File: src/rtl/line_editor_pkg.sv
// Shared types and constants for the line editor: FSM states, the null
// character and the length/cursor width derivation.
package line_editor_pkg;

    typedef enum logic [1:0] {
        ST_IDLE,
        ST_INS_SHIFT,
        ST_DEL_SHIFT,
        ST_EMIT
    } state_t;

    localparam logic [7:0] NULL_CHAR = 8'h00;

    // Length and cursor must be able to hold DEPTH itself, not just DEPTH-1.
    function automatic int len_width(input int depth);
        return $clog2(depth + 1);
    endfunction

endpackage

File: src/rtl/line_buf_regs.sv
// DEPTH x 8 character store. It has one write port that takes either external
// data or a copy of another entry, plus combinational reads for cursor and emit.
module line_buf_regs
    import line_editor_pkg::*;
#(
    parameter int DEPTH = 16,
    parameter int IDX_W = 4
) (
    input  logic             clk,
    input  logic             wr_en,
    input  logic [IDX_W-1:0] wr_idx,
    input  logic [7:0]       wr_data,
    input  logic             copy_en,
    input  logic [IDX_W-1:0] copy_src,
    input  logic [IDX_W-1:0] char_idx,
    output logic [7:0]       char_data,
    input  logic [IDX_W-1:0] emit_idx,
    output logic [7:0]       emit_data
);

    logic [7:0] mem [DEPTH];

    // Contents survive reset; only the length bounds what is valid.
    always_ff @(posedge clk) begin
        if (wr_en) begin
            mem[wr_idx] <= copy_en ? mem[copy_src] : wr_data;
        end
    end

    assign char_data = mem[char_idx];
    assign emit_data = mem[emit_idx];

endmodule

File: src/rtl/line_editor.sv
// Editable line buffer with cursor. Mid-line inserts and deletes shift one
// entry per cycle, and a commit streams the line out over valid/ready.
module line_editor
    import line_editor_pkg::*;
#(
    parameter int DEPTH = 16,
    parameter int LEN_W = len_width(DEPTH)
) (
    input  logic             clk,
    input  logic             i_sclr_n,
    input  logic [7:0]       i_ascii,
    input  logic             i_ascii_en,
    input  logic             i_left_en,
    input  logic             i_right_en,
    input  logic             i_backspace_en,
    input  logic             i_down_en,
    input  logic             i_out_ready,
    output logic [7:0]       o_out_data,
    output logic             o_out_valid,
    output logic             o_out_last,
    output logic [LEN_W-1:0] o_len,
    output logic [LEN_W-1:0] o_cursor,
    output logic [7:0]       o_char,
    output logic             o_full,
    output logic             o_busy
);

    localparam int IDX_W = (DEPTH > 1) ? $clog2(DEPTH) : 1;

    state_t           state, state_next;
    logic [LEN_W-1:0] len, len_next;
    logic [LEN_W-1:0] cursor, cursor_next;
    logic [LEN_W-1:0] ptr, ptr_next;
    logic [LEN_W-1:0] idx, idx_next;
    logic [7:0]       ch, ch_next;
    logic             wr_en, copy_en, last;
    logic [IDX_W-1:0] wr_idx, copy_src;
    logic [7:0]       wr_data, char_data, emit_data;

    line_buf_regs #(.DEPTH(DEPTH), .IDX_W(IDX_W)) u_buf (
        .clk       (clk),
        .wr_en     (wr_en),
        .wr_idx    (wr_idx),
        .wr_data   (wr_data),
        .copy_en   (copy_en),
        .copy_src  (copy_src),
        .char_idx  (IDX_W'(cursor)),
        .char_data (char_data),
        .emit_idx  (IDX_W'(idx)),
        .emit_data (emit_data)
    );

    always_comb begin
        state_next  = state;
        len_next    = len;
        cursor_next = cursor;
        ptr_next    = ptr;
        idx_next    = idx;
        ch_next     = ch;
        wr_en       = 1'b0;
        copy_en     = 1'b0;
        wr_idx      = '0;
        copy_src    = '0;
        wr_data     = ch;
        last        = ((idx + LEN_W'(1)) == len);

        case (state)
            ST_IDLE: begin
                // Only the highest-priority strobe is considered; a no-op still drops the rest.
                if (i_backspace_en) begin
                    if (cursor != '0) begin
                        if (cursor == len) begin
                            cursor_next = cursor - LEN_W'(1);
                            len_next    = len - LEN_W'(1);
                        end else begin
                            ptr_next   = cursor;
                            state_next = ST_DEL_SHIFT;
                        end
                    end
                end else if (i_ascii_en) begin
                    if (len != LEN_W'(DEPTH)) begin
                        if (cursor == len) begin
                            wr_en       = 1'b1;
                            wr_idx      = IDX_W'(len);
                            wr_data     = i_ascii;
                            cursor_next = cursor + LEN_W'(1);
                            len_next    = len + LEN_W'(1);
                        end else begin
                            ch_next    = i_ascii;
                            ptr_next   = len;
                            state_next = ST_INS_SHIFT;
                        end
                    end
                end else if (i_left_en) begin
                    if (cursor != '0) cursor_next = cursor - LEN_W'(1);
                end else if (i_right_en) begin
                    if (cursor != len) cursor_next = cursor + LEN_W'(1);
                end else if (i_down_en) begin
                    if (len != '0) begin
                        idx_next   = '0;
                        state_next = ST_EMIT;
                    end
                end
            end
            ST_INS_SHIFT: begin
                if (ptr > cursor) begin
                    wr_en    = 1'b1;
                    copy_en  = 1'b1;
                    wr_idx   = IDX_W'(ptr);
                    copy_src = IDX_W'(ptr - LEN_W'(1));
                    ptr_next = ptr - LEN_W'(1);
                end else begin
                    wr_en       = 1'b1;
                    wr_idx      = IDX_W'(cursor);
                    wr_data     = ch;
                    cursor_next = cursor + LEN_W'(1);
                    len_next    = len + LEN_W'(1);
                    state_next  = ST_IDLE;
                end
            end
            ST_DEL_SHIFT: begin
                if (ptr < len) begin
                    wr_en    = 1'b1;
                    copy_en  = 1'b1;
                    wr_idx   = IDX_W'(ptr - LEN_W'(1));
                    copy_src = IDX_W'(ptr);
                    ptr_next = ptr + LEN_W'(1);
                end else begin
                    cursor_next = cursor - LEN_W'(1);
                    len_next    = len - LEN_W'(1);
                    state_next  = ST_IDLE;
                end
            end
            ST_EMIT: begin
                if (i_out_ready) begin
                    if (last) begin
                        len_next    = '0;
                        cursor_next = '0;
                        state_next  = ST_IDLE;
                    end else begin
                        idx_next = idx + LEN_W'(1);
                    end
                end
            end
            default: state_next = ST_IDLE;
        endcase
    end

    always_ff @(posedge clk) begin
        if (!i_sclr_n) begin
            state  <= ST_IDLE;
            len    <= '0;
            cursor <= '0;
            ptr    <= '0;
            idx    <= '0;
            ch     <= NULL_CHAR;
        end else begin
            state  <= state_next;
            len    <= len_next;
            cursor <= cursor_next;
            ptr    <= ptr_next;
            idx    <= idx_next;
            ch     <= ch_next;
        end
    end

    assign o_len       = len;
    assign o_cursor    = cursor;
    assign o_char      = (cursor < len) ? char_data : NULL_CHAR;
    assign o_full      = (len == LEN_W'(DEPTH));
    assign o_busy      = (state != ST_IDLE);
    assign o_out_valid = (state == ST_EMIT);
    assign o_out_last  = o_out_valid && last;
    assign o_out_data  = o_out_valid ? emit_data : NULL_CHAR;

endmodule
File: config.mk
export PLATFORM = sky130hd
export DESIGN_NAME = line_editor
export DESIGN_NICKNAME = d
export VERILOG_FILES = /design/src/rtl/line_editor_pkg.sv /design/src/rtl/line_buf_regs.sv /design/src/rtl/line_editor.sv
export SDC_FILE = /design/constraint.sdc
export NUM_CORES = 1
export LEC_CHECK = 0
export CAP_MARGIN = 20
export CORE_UTILIZATION = 60
export DETAILED_ROUTE_END_ITERATION = 8
export GPL_ROUTABILITY_DRIVEN = 0
export PLACE_DENSITY = 0.79
export SLEW_MARGIN = 20
export SYNTH_ARGS = -nofsm -noshare
export SYNTH_HDL_FRONTEND = slang
export SYNTH_HIERARCHICAL = 1
export SYNTH_SLANG_ARGS = --single-unit
File: constraint.sdc
create_clock -name clk -period 12.8 [get_ports clk]
set_clock_uncertainty 0.05 [all_clocks]
set_input_delay 2.56 -clock clk [delete_from_list [all_inputs] [get_ports clk]]
set_output_delay 2.56 -clock clk [all_outputs]
set_load 0.01 [all_outputs]
---- After elaboration in Yosys (flattened, before gate mapping) ----
Memory sizes are Yosys's and may differ from the RTL's. A register that Yosys moved wholly into a read port is not among the register bits.
Index checks and enable logic that the tools add are counted.
storage, ports and cells
  input port bits ......................... 16
  output and inout bits ................... 30
  word-level logic and storage cells ...... 159
  memories ................................ 1
  memory bits (writable) .................. 128
  flip-flop bits (word level) ............. 30
cells by class
  equal/unequal tests ..................... 38
  add/subtract/negate cells ............... 7
  bitwise gates (word level) .............. 2
  magnitude comparators ................... 3
  muxes and demuxes ....................... 89
  reductions and logical operators ........ 13
memories
  memory     depth  width  rd ports  clocked after memory_dff  write ports  line                 source
  u_buf.mem  16     8      3         2                         1            line_buf_regs.sv:21  logic [7:0] mem [DEPTH];
operator list
  operator             number
  $mux 5               38
  $mux 8               8
  $mux 4               12
  $pmux 5 s4           2
  $mux 2               14
  $ne 2x2->1 const B   14
  $ne 4x4->1 const B   6
  $ne 3x3->1 const B   7
  $add 5x1->5 const B  4
  $ne 5x5->1 const B   3
  $pmux 5 s3           1
  $sub 5x1->5 const B  3
  $pmux 4 s3           1
  $reduce_and 12->1    1
  $reduce_and 11->1    1
  $eq 5x5->1           2
  $lt 5x5->1           2
  $pmux 5 s2           1
  $reduce_bool 5->1    2
  $reduce_and 9->1     1
  $mux 1               8
  $pmux 2 s4           1
  $pmux 4 s2           1
  $reduce_and 8->1     1
  15 further kinds     18

---- Logic depth before layout (Yosys ltp) ----
Gate-level depths: netlist of run 1.
  depth in word-level cells ............... 10
  depth in mapped cells ................... 15
  depth with buffers taken out ............ 11

---- Cells and area by module ----
The synthesis of run 1 kept the hierarchy.
modules (own cells, without submodules)
  module         area an instance (µm²)  cells an instance  times used  seq. area each (µm²)
  line_buf_regs  7161.9                  330                1           3843.7
  line_editor    3044.2                  386                1           600.6

---- Worst setup path after synthesis of run 1 ----
No wires, ideal clock.
  path kind ............................... input to register
  start ................................... in i_backspace_en
  end ..................................... mem u_buf.mem[0][0] (enable)
  stages .................................. 8
  required time ........................... 12.367 ns
  data arrival time ....................... 4.705 ns
  setup time .............................. 0.383 ns
  path buffers ............................ 1
  setup slack ............................. 7.661 ns
  cells stage by stage .................... nor2_1 > nand3_1 > nor2_1 > clkbuf_1 > nor3_1 > nor2_1 > or3b_2 > nor3_1
on the way
  cells in the longest elaborated chain, start to end .. 4
  elaborated cells between the ends (all ways) .. 6
  classes of those cells .................. mux (6)
ends and longest elaborated chain
  item                line                 source
  start: declaration  line_editor.sv:15    input logic i_backspace_en,
  $mux 1              line_editor.sv:70    if (i_backspace_en) begin
  $pmux 1 s3          line_editor.sv:67    case (state)
  named net wr_en     line_editor.sv:36    logic wr_en, copy_en, last;
  $mux 1              line_buf_regs.sv:25  if (wr_en) begin
  $mux 1              line_buf_regs.sv:26  mem[wr_idx] <= copy_en ? mem[copy_src] : wr_data;
  end: declaration    line_buf_regs.sv:21
The timed path passes the listed nets, and every way through them passes these cells.

---- Worst setup path after layout of run 1 ----
  start ................................... in i_backspace_en
  end ..................................... mem u_buf.mem[1][0] (enable)
Same word-level chain as after synthesis.

==> impl_metrics.env, run 1 <==
export IMPL_dieArea_sq_mm=0.0175
export IMPL_max_freq_mhz=158
export IMPL_cts_buffers=17
export IMPL_preCtsSetupSlack_ps=6270
export IMPL_required_ps=12800
export IMPL_grt_pass1_wl_mm=42.7
export IMPL_rr_worst_depth=14
export IMPL_total_leakage_power_nw=3.91
export IMPL_die_height_um=132
export IMPL_slew_headroom_pct=24.4
export IMPL_holdCritPathClass="flip-flop to flip-flop"
export IMPL_insertion_delay_ps=430
export IMPL_setup_slack_ps=6480
export IMPL_critPathKind="input port to flip-flop"
export IMPL_finalHoldViolations=0
export IMPL_track_usage_pct=33.5
export IMPL_post_route_period_util_pct=49.4
export IMPL_r2r_end="u_buf/mem[8][2]$_DFFE_PP_"
export IMPL_whs_path_depth=2
export IMPL_hpwl_mm=18.4
export IMPL_p_total_mw=2.64
export IMPL_slew_violations=0
export IMPL_syn2layout_area_growth_pct=12.2
export IMPL_hold_start="ch[3]$_SDFFE_PN0P_"
export IMPL_hold_path_endpoint="ch[3]$_SDFFE_PN0P_"
export IMPL_first_pass_iters=6
export IMPL_die_w_um=132
export IMPL_drc=0
export IMPL_r2r_start="o_cursor[2]$_SDFFE_PN0P_"
export IMPL_wl_mm=28.6
export IMPL_yosysSeqAreaShare_pct=43.5
export IMPL_clockRootBuffer="clkbuf_16"
export IMPL_cp_start_kind="input port"
export IMPL_grt_max_degree=41
export IMPL_cts_tree="done"
export IMPL_holdBufCountCts=0
export IMPL_synth_edf_count=128
export IMPL_cp_max_fo=16
export IMPL_path_clk_slew_ps=70
export IMPL_ios=46
export IMPL_grt_pass1_vias=7033
export IMPL_status="finished clean"
export IMPL_arrival_ps=6320
export IMPL_finalSetupViolations=0
export IMPL_cts_sinks=158
export IMPL_fp_coreArea_sq_mm=0.0166
export IMPL_ant_nets=0
export IMPL_synth_cells=716
export IMPL_wl_per_cell_um=29.1
export IMPL_vias=7404
export IMPL_dr_first_iter_drc_count=1128
export IMPL_r2r_slack_ps=7750
export IMPL_rsz0062_at_grt="false"
export IMPL_fin_tns_setup_ps=0
export IMPL_post_cts_repair_setup_buffers=0
export IMPL_cts_max_level=4
export IMPL_synth_seq_cells=158
export IMPL_synth_distinct_cells=72
export IMPL_clk_path_buf_depth=2
export IMPL_drv_cap=0
export IMPL_antenna_found_initial=1
export IMPL_vias_per_cell=7.52
export IMPL_synth_fp_nets=759
export IMPL_io_buffer_count=45
export IMPL_final_nets=794
export IMPL_min_period_ps=6320
export IMPL_synthArstFlopShare_pct=0
export IMPL_endpoint_kind="flip-flop"
export IMPL_synth_area_per_cell_sq_um=14.3
export IMPL_grt_overflow=0
export IMPL_synth_area_sq_mm=0.0102
export IMPL_start_util_pct=61.5
export IMPL_drive_gt1_share_pct=18.1
export IMPL_synth_ff_type="edfxtp_1"
export IMPL_ir_drop_uv=134
export IMPL_post_cts_resized=0
export IMPL_tightest_slew_ps=1130
export IMPL_fp_row_count=47
export IMPL_p_per_area_mw_per_mm2=231
export IMPL_yosysWarningCount=6
metal layers:
metal | share of wire (%) | track usage, % | up-vias
li1 | - | - | 3035
met1 | 37 | 46.4 | 3679
met2 | 47 | 51.8 | 604
met3 | 12 | 7.97 | 86
met4 | 3.6 | 13.3 | 0
met5 | 0 | 0 | -
through the flow:
stage | hold slack, ps | cells | area, sq um | utilization (%)
2_1_floorplan | 409 | 716 | 10200 | -
3_3_place_gp | 425 | 949 | 10800 | 65.2
3_5_place_dp | 435 | 950 | 10800 | 65.2
4_1_cts | 453 | 982 | 11400 | 68.8
5_1_grt | 480 | 984 | 11400 | 69.0
6_report | 447 | 985 | 11500 | 69.1
worst max-delay path, cell delays in order:
cell,delay (ps)
clkdlybuf4s50_1,670
nor2_1,390
nand3_1,120
nor2_1,780
nor3_1,110
nor2_1,300
or3b_2,530
nor2_1,840
final cells by class:
type                       count  area (sq um)
timing repair buffer          68           644
inverter                      27           101
tap                          220           275
sequential                   158          4450
multi-input combinational    479          5390
clock buffer                  17           425
clock inverter                15           171
antenna                        1          2.50
fill                        1080          5130
cells in the mapped netlist (10+ instances only):
master    instances  area [sq um]
and2_1           17           106
ha_1             27           338
a221oi_1         16           140
edfxtp_1        128          3840
nand3_1          16          80.1
mux4_2           52          1170
buf_1            10          37.5
inv_1            24          90.1
clkbuf_1         20          75.1
o21ai_0          19          95.1
mux2_2           12           135
mux4_1           60          1580
a21oi_1          18          90.1
dfxtp_1          30           601
nor3_1           11          55.1
nand2_1          36           135
nor2_1           48           180
mux2i_1          29           290
worst max path at each step:
stage	startpoint	end	slack (ps)	cells after the start
5_1_grt	i_backspace_en	u_buf/mem[1][0]$_DFFE_PP_	6270	8
3_5_place_dp	i_backspace_en	u_buf/mem[15][1]$_DFFE_PP_	6270	8
2_1_floorplan	i_backspace_en	u_buf/mem[0][0]$_DFFE_PP_	7660	8
3_3_place_gp	i_backspace_en	u_buf/mem[4][5]$_DFFE_PP_	6460	9
6_report	i_backspace_en	u_buf/mem[1][0]$_DFFE_PP_	6480	8
4_1_cts	i_backspace_en	u_buf/mem[1][0]$_DFFE_PP_	6570	8
cells in the final DEF (no fill, tap or decap), types with 16 or more instances in the layout:
cell and instances:
mux4_2 52, buf_4 20, nor2_1 48, mux2i_1 29, a21oi_1 18, inv_1 24, clkdlybuf4s50_1 45, ha_1 27
and2_1 17, a221oi_1 16, mux4_1 60, edfxtp_1 128, nand3_1 16, clkbuf_16 17, nand2_1 36, dfxtp_1 28
o21ai_0 19
logic make-up after synthesis:
group	count (synthesis)	share of synthesized area, %
fa+ha+maj	27	3.31
xor+xnor	13	1.47
simple gates	172	8.70
compound gates	114	7.90
mux	153	31.1
buf+inv	79	3.98
flops	158	43.5
power by group:
group          leakage (nW)  total, mW  internal (mW)  switching (mW)
logic                  2.20       1.34          0.606           0.732
clock network         0.290      0.510          0.279           0.231
registers              1.43      0.794          0.698          0.0962
flip-flops by register name, summed over array words and instances (netlist names):
signal	count
u_buf/mem	128
ptr	5
ch	8
idx	5
o_cursor	5
o_len	5
state	2
Note: power is estimated with default switching activity, not from simulation.
==> run 2: changes to the inputs <==
CORE_UTILIZATION = 56   (was 60)
PLACE_DENSITY = 0.78   (was 0.79)
clock period = 5.8 ns   (was 12.8 ns; I/O delays follow)
==> run 2 against run 1 <==
  * Routed wire length rose by 0.50%
  * Sequential power rose by 120%
  * Global-route usage fell by 0.97 points
  * Critical path type is now flip-flop to output pin
  * Count of clock-buffer cells in the layout rose by 2
  * Clock power rose by 120%
  * Utilization fell by 4.8 points
  * Via count rose by 0.39%
  * Flip-flop and latch count did not move
  * Hold slack got worse by 2.1 ps
  * Register-to-register slack got worse by 6500 ps
==> impl_metrics.env, run 2 (synthesis gave the netlist of run 1 again) <==
export IMPL_track_usage_pct=32.5
export IMPL_holdCritPathClass="flip-flop to flip-flop"
export IMPL_largest_reg_flops=128
export IMPL_io_buffer_count=45
export IMPL_cts_sinks=158
export IMPL_post_cts_resized=0
export IMPL_clk_path_buf_depth=2
export IMPL_hold_start="ch[0]$_SDFFE_PN0P_"
export IMPL_status="finished clean"
export IMPL_slew_violations=0
export IMPL_cts_max_level=4
export IMPL_start_util_pct=57.0
export IMPL_dp_cells=972
export IMPL_die_w_um=137
export IMPL_max_freq_mhz=218
export IMPL_dr_first_iter_drc_count=1115
export IMPL_drv_cap=0
export IMPL_grt_overflow=0
export IMPL_min_period_ps=4590
export IMPL_drc=0
export IMPL_final_cell_mix="edfxtp_1 (128), mux4_1 (60), mux4_2 (52), nor2_1 (48), clkdlybuf4s50_1 (45)"
export IMPL_ir_drop_uv=289
export IMPL_wl_mm=28.8
export IMPL_regMostFlops="u_buf/mem"
export IMPL_finalHoldViolations=0
export IMPL_total_leakage_power_nw=3.95
export IMPL_fp_row_count=49
export IMPL_cts_buffers=17
export IMPL_instances_no_fill=1004
export IMPL_vias_per_cell=7.40
export IMPL_top_regs="u_buf/mem x128, ch x8"
export IMPL_final_common_cell="edfxtp_1"
export IMPL_grt_max_degree=41
export IMPL_clockRootBuffer="clkbuf_16"
export IMPL_nFillCells=1253
export IMPL_die_height_um=137
export IMPL_drive_gt1_share_pct=19.0
export IMPL_syn2layout_area_growth_pct=12.7
export IMPL_post_route_period_util_pct=79.1
export IMPL_grt_pass1_vias=7267
export IMPL_fin_tns_setup_ps=0
export IMPL_post_cts_repair_setup_buffers=0
export IMPL_finalSetupViolations=0
export IMPL_startpoint="idx[0]$_SDFFE_PN0P_"
export IMPL_rsz0062_at_grt="false"
export IMPL_first_pass_iters=5
export IMPL_wl_per_cell_um=28.7
export IMPL_dieArea_sq_mm=0.0188
export IMPL_diodes=0
export IMPL_path_clk_slew_ps=60
export IMPL_cp_max_fo=36
export IMPL_tightest_slew_ps=1130
export IMPL_cts_tree="done"
export IMPL_critPathKind="flip-flop to output pin"
export IMPL_hpwl_mm=19.1
export IMPL_p_per_area_mw_per_mm2=503
export IMPL_cp_start_kind="flip-flop"
export IMPL_slew_headroom_pct=24.9
export IMPL_required_ps=4590
export IMPL_vias=7433
export IMPL_final_nets=805
export IMPL_holdBufCountCts=0
export IMPL_arrival_ps=3380
export IMPL_endpoint_kind="output pin"
export IMPL_ant_nets=0
export IMPL_antenna_found_initial=1
export IMPL_ios=46
export IMPL_insertion_delay_ps=430
export IMPL_grt_pass1_wl_mm=43.3
export IMPL_fp_coreArea_sq_mm=0.0179
export IMPL_r2r_start="o_len[3]$_SDFFE_PN0P_"
run 2: where the power goes:
part           internal, mW  switching (mW)
logic                  1.36            1.60
clock network         0.635           0.462
registers              1.54           0.195
run 2: critical path, cell delays in order (launching register included):
cell and delay [ps]:
dfxtp_2 1050, mux4_1 680, mux4_2 490, and2_1 200
clkdlybuf4s50_1 490
run 2: layer usage:
layer / up-vias / GRT usage (%) / share of wire [%]
met5: - / 0 / 0
met4: 0 / 17.0 / 5.0
met3: 124 / 6.74 / 12
met2: 598 / 52.2 / 48
met1: 3649 / 41.8 / 35
li1: 3062 / - / -
run 2: layout make-up:
| class | instances | area [sq um] | area share, % |
|---|---|---|---|
| Multi-Input combinational cell | 479 | 5390 | 46.8 |
| Sequential cell | 158 | 4450 | 38.7 |
| Timing Repair Buffer | 79 | 706 | 6.14 |
| Clock buffer | 19 | 433 | 3.77 |
| Tap cell | 229 | 287 | 2.49 |
| Clock inverter | 13 | 138 | 1.20 |
| Inverter | 27 | 101 | 0.881 |
run 2: worst paths after layout:
check	to	slack, ps	depth (start not counted)
max	o_out_data[5]	1210	4
min	ch[0]$_SDFFE_PN0P_	450	2
max reg2reg	u_buf/mem[12][1]$_DFFE_PP_	1230	13
min reg2reg	ch[0]$_SDFFE_PN0P_	450	2
run 2: stage by stage:
stage | util [%] | setup slack (ps) | instance area [sq um] | total power [mW] | hold slack (ps)
floorplan | - | 1320 | 10200 | 3.67 | 409
global placement | 61.0 | 1270 | 10900 | 4.51 | 426
detailed placement | 61.0 | 1230 | 10900 | 4.64 | 438
CTS | 64.2 | 1200 | 11500 | 5.75 | 451
global route | 64.2 | 1070 | 11500 | 6.06 | 501
finish | 64.2 | 1210 | 11500 | 5.79 | 445
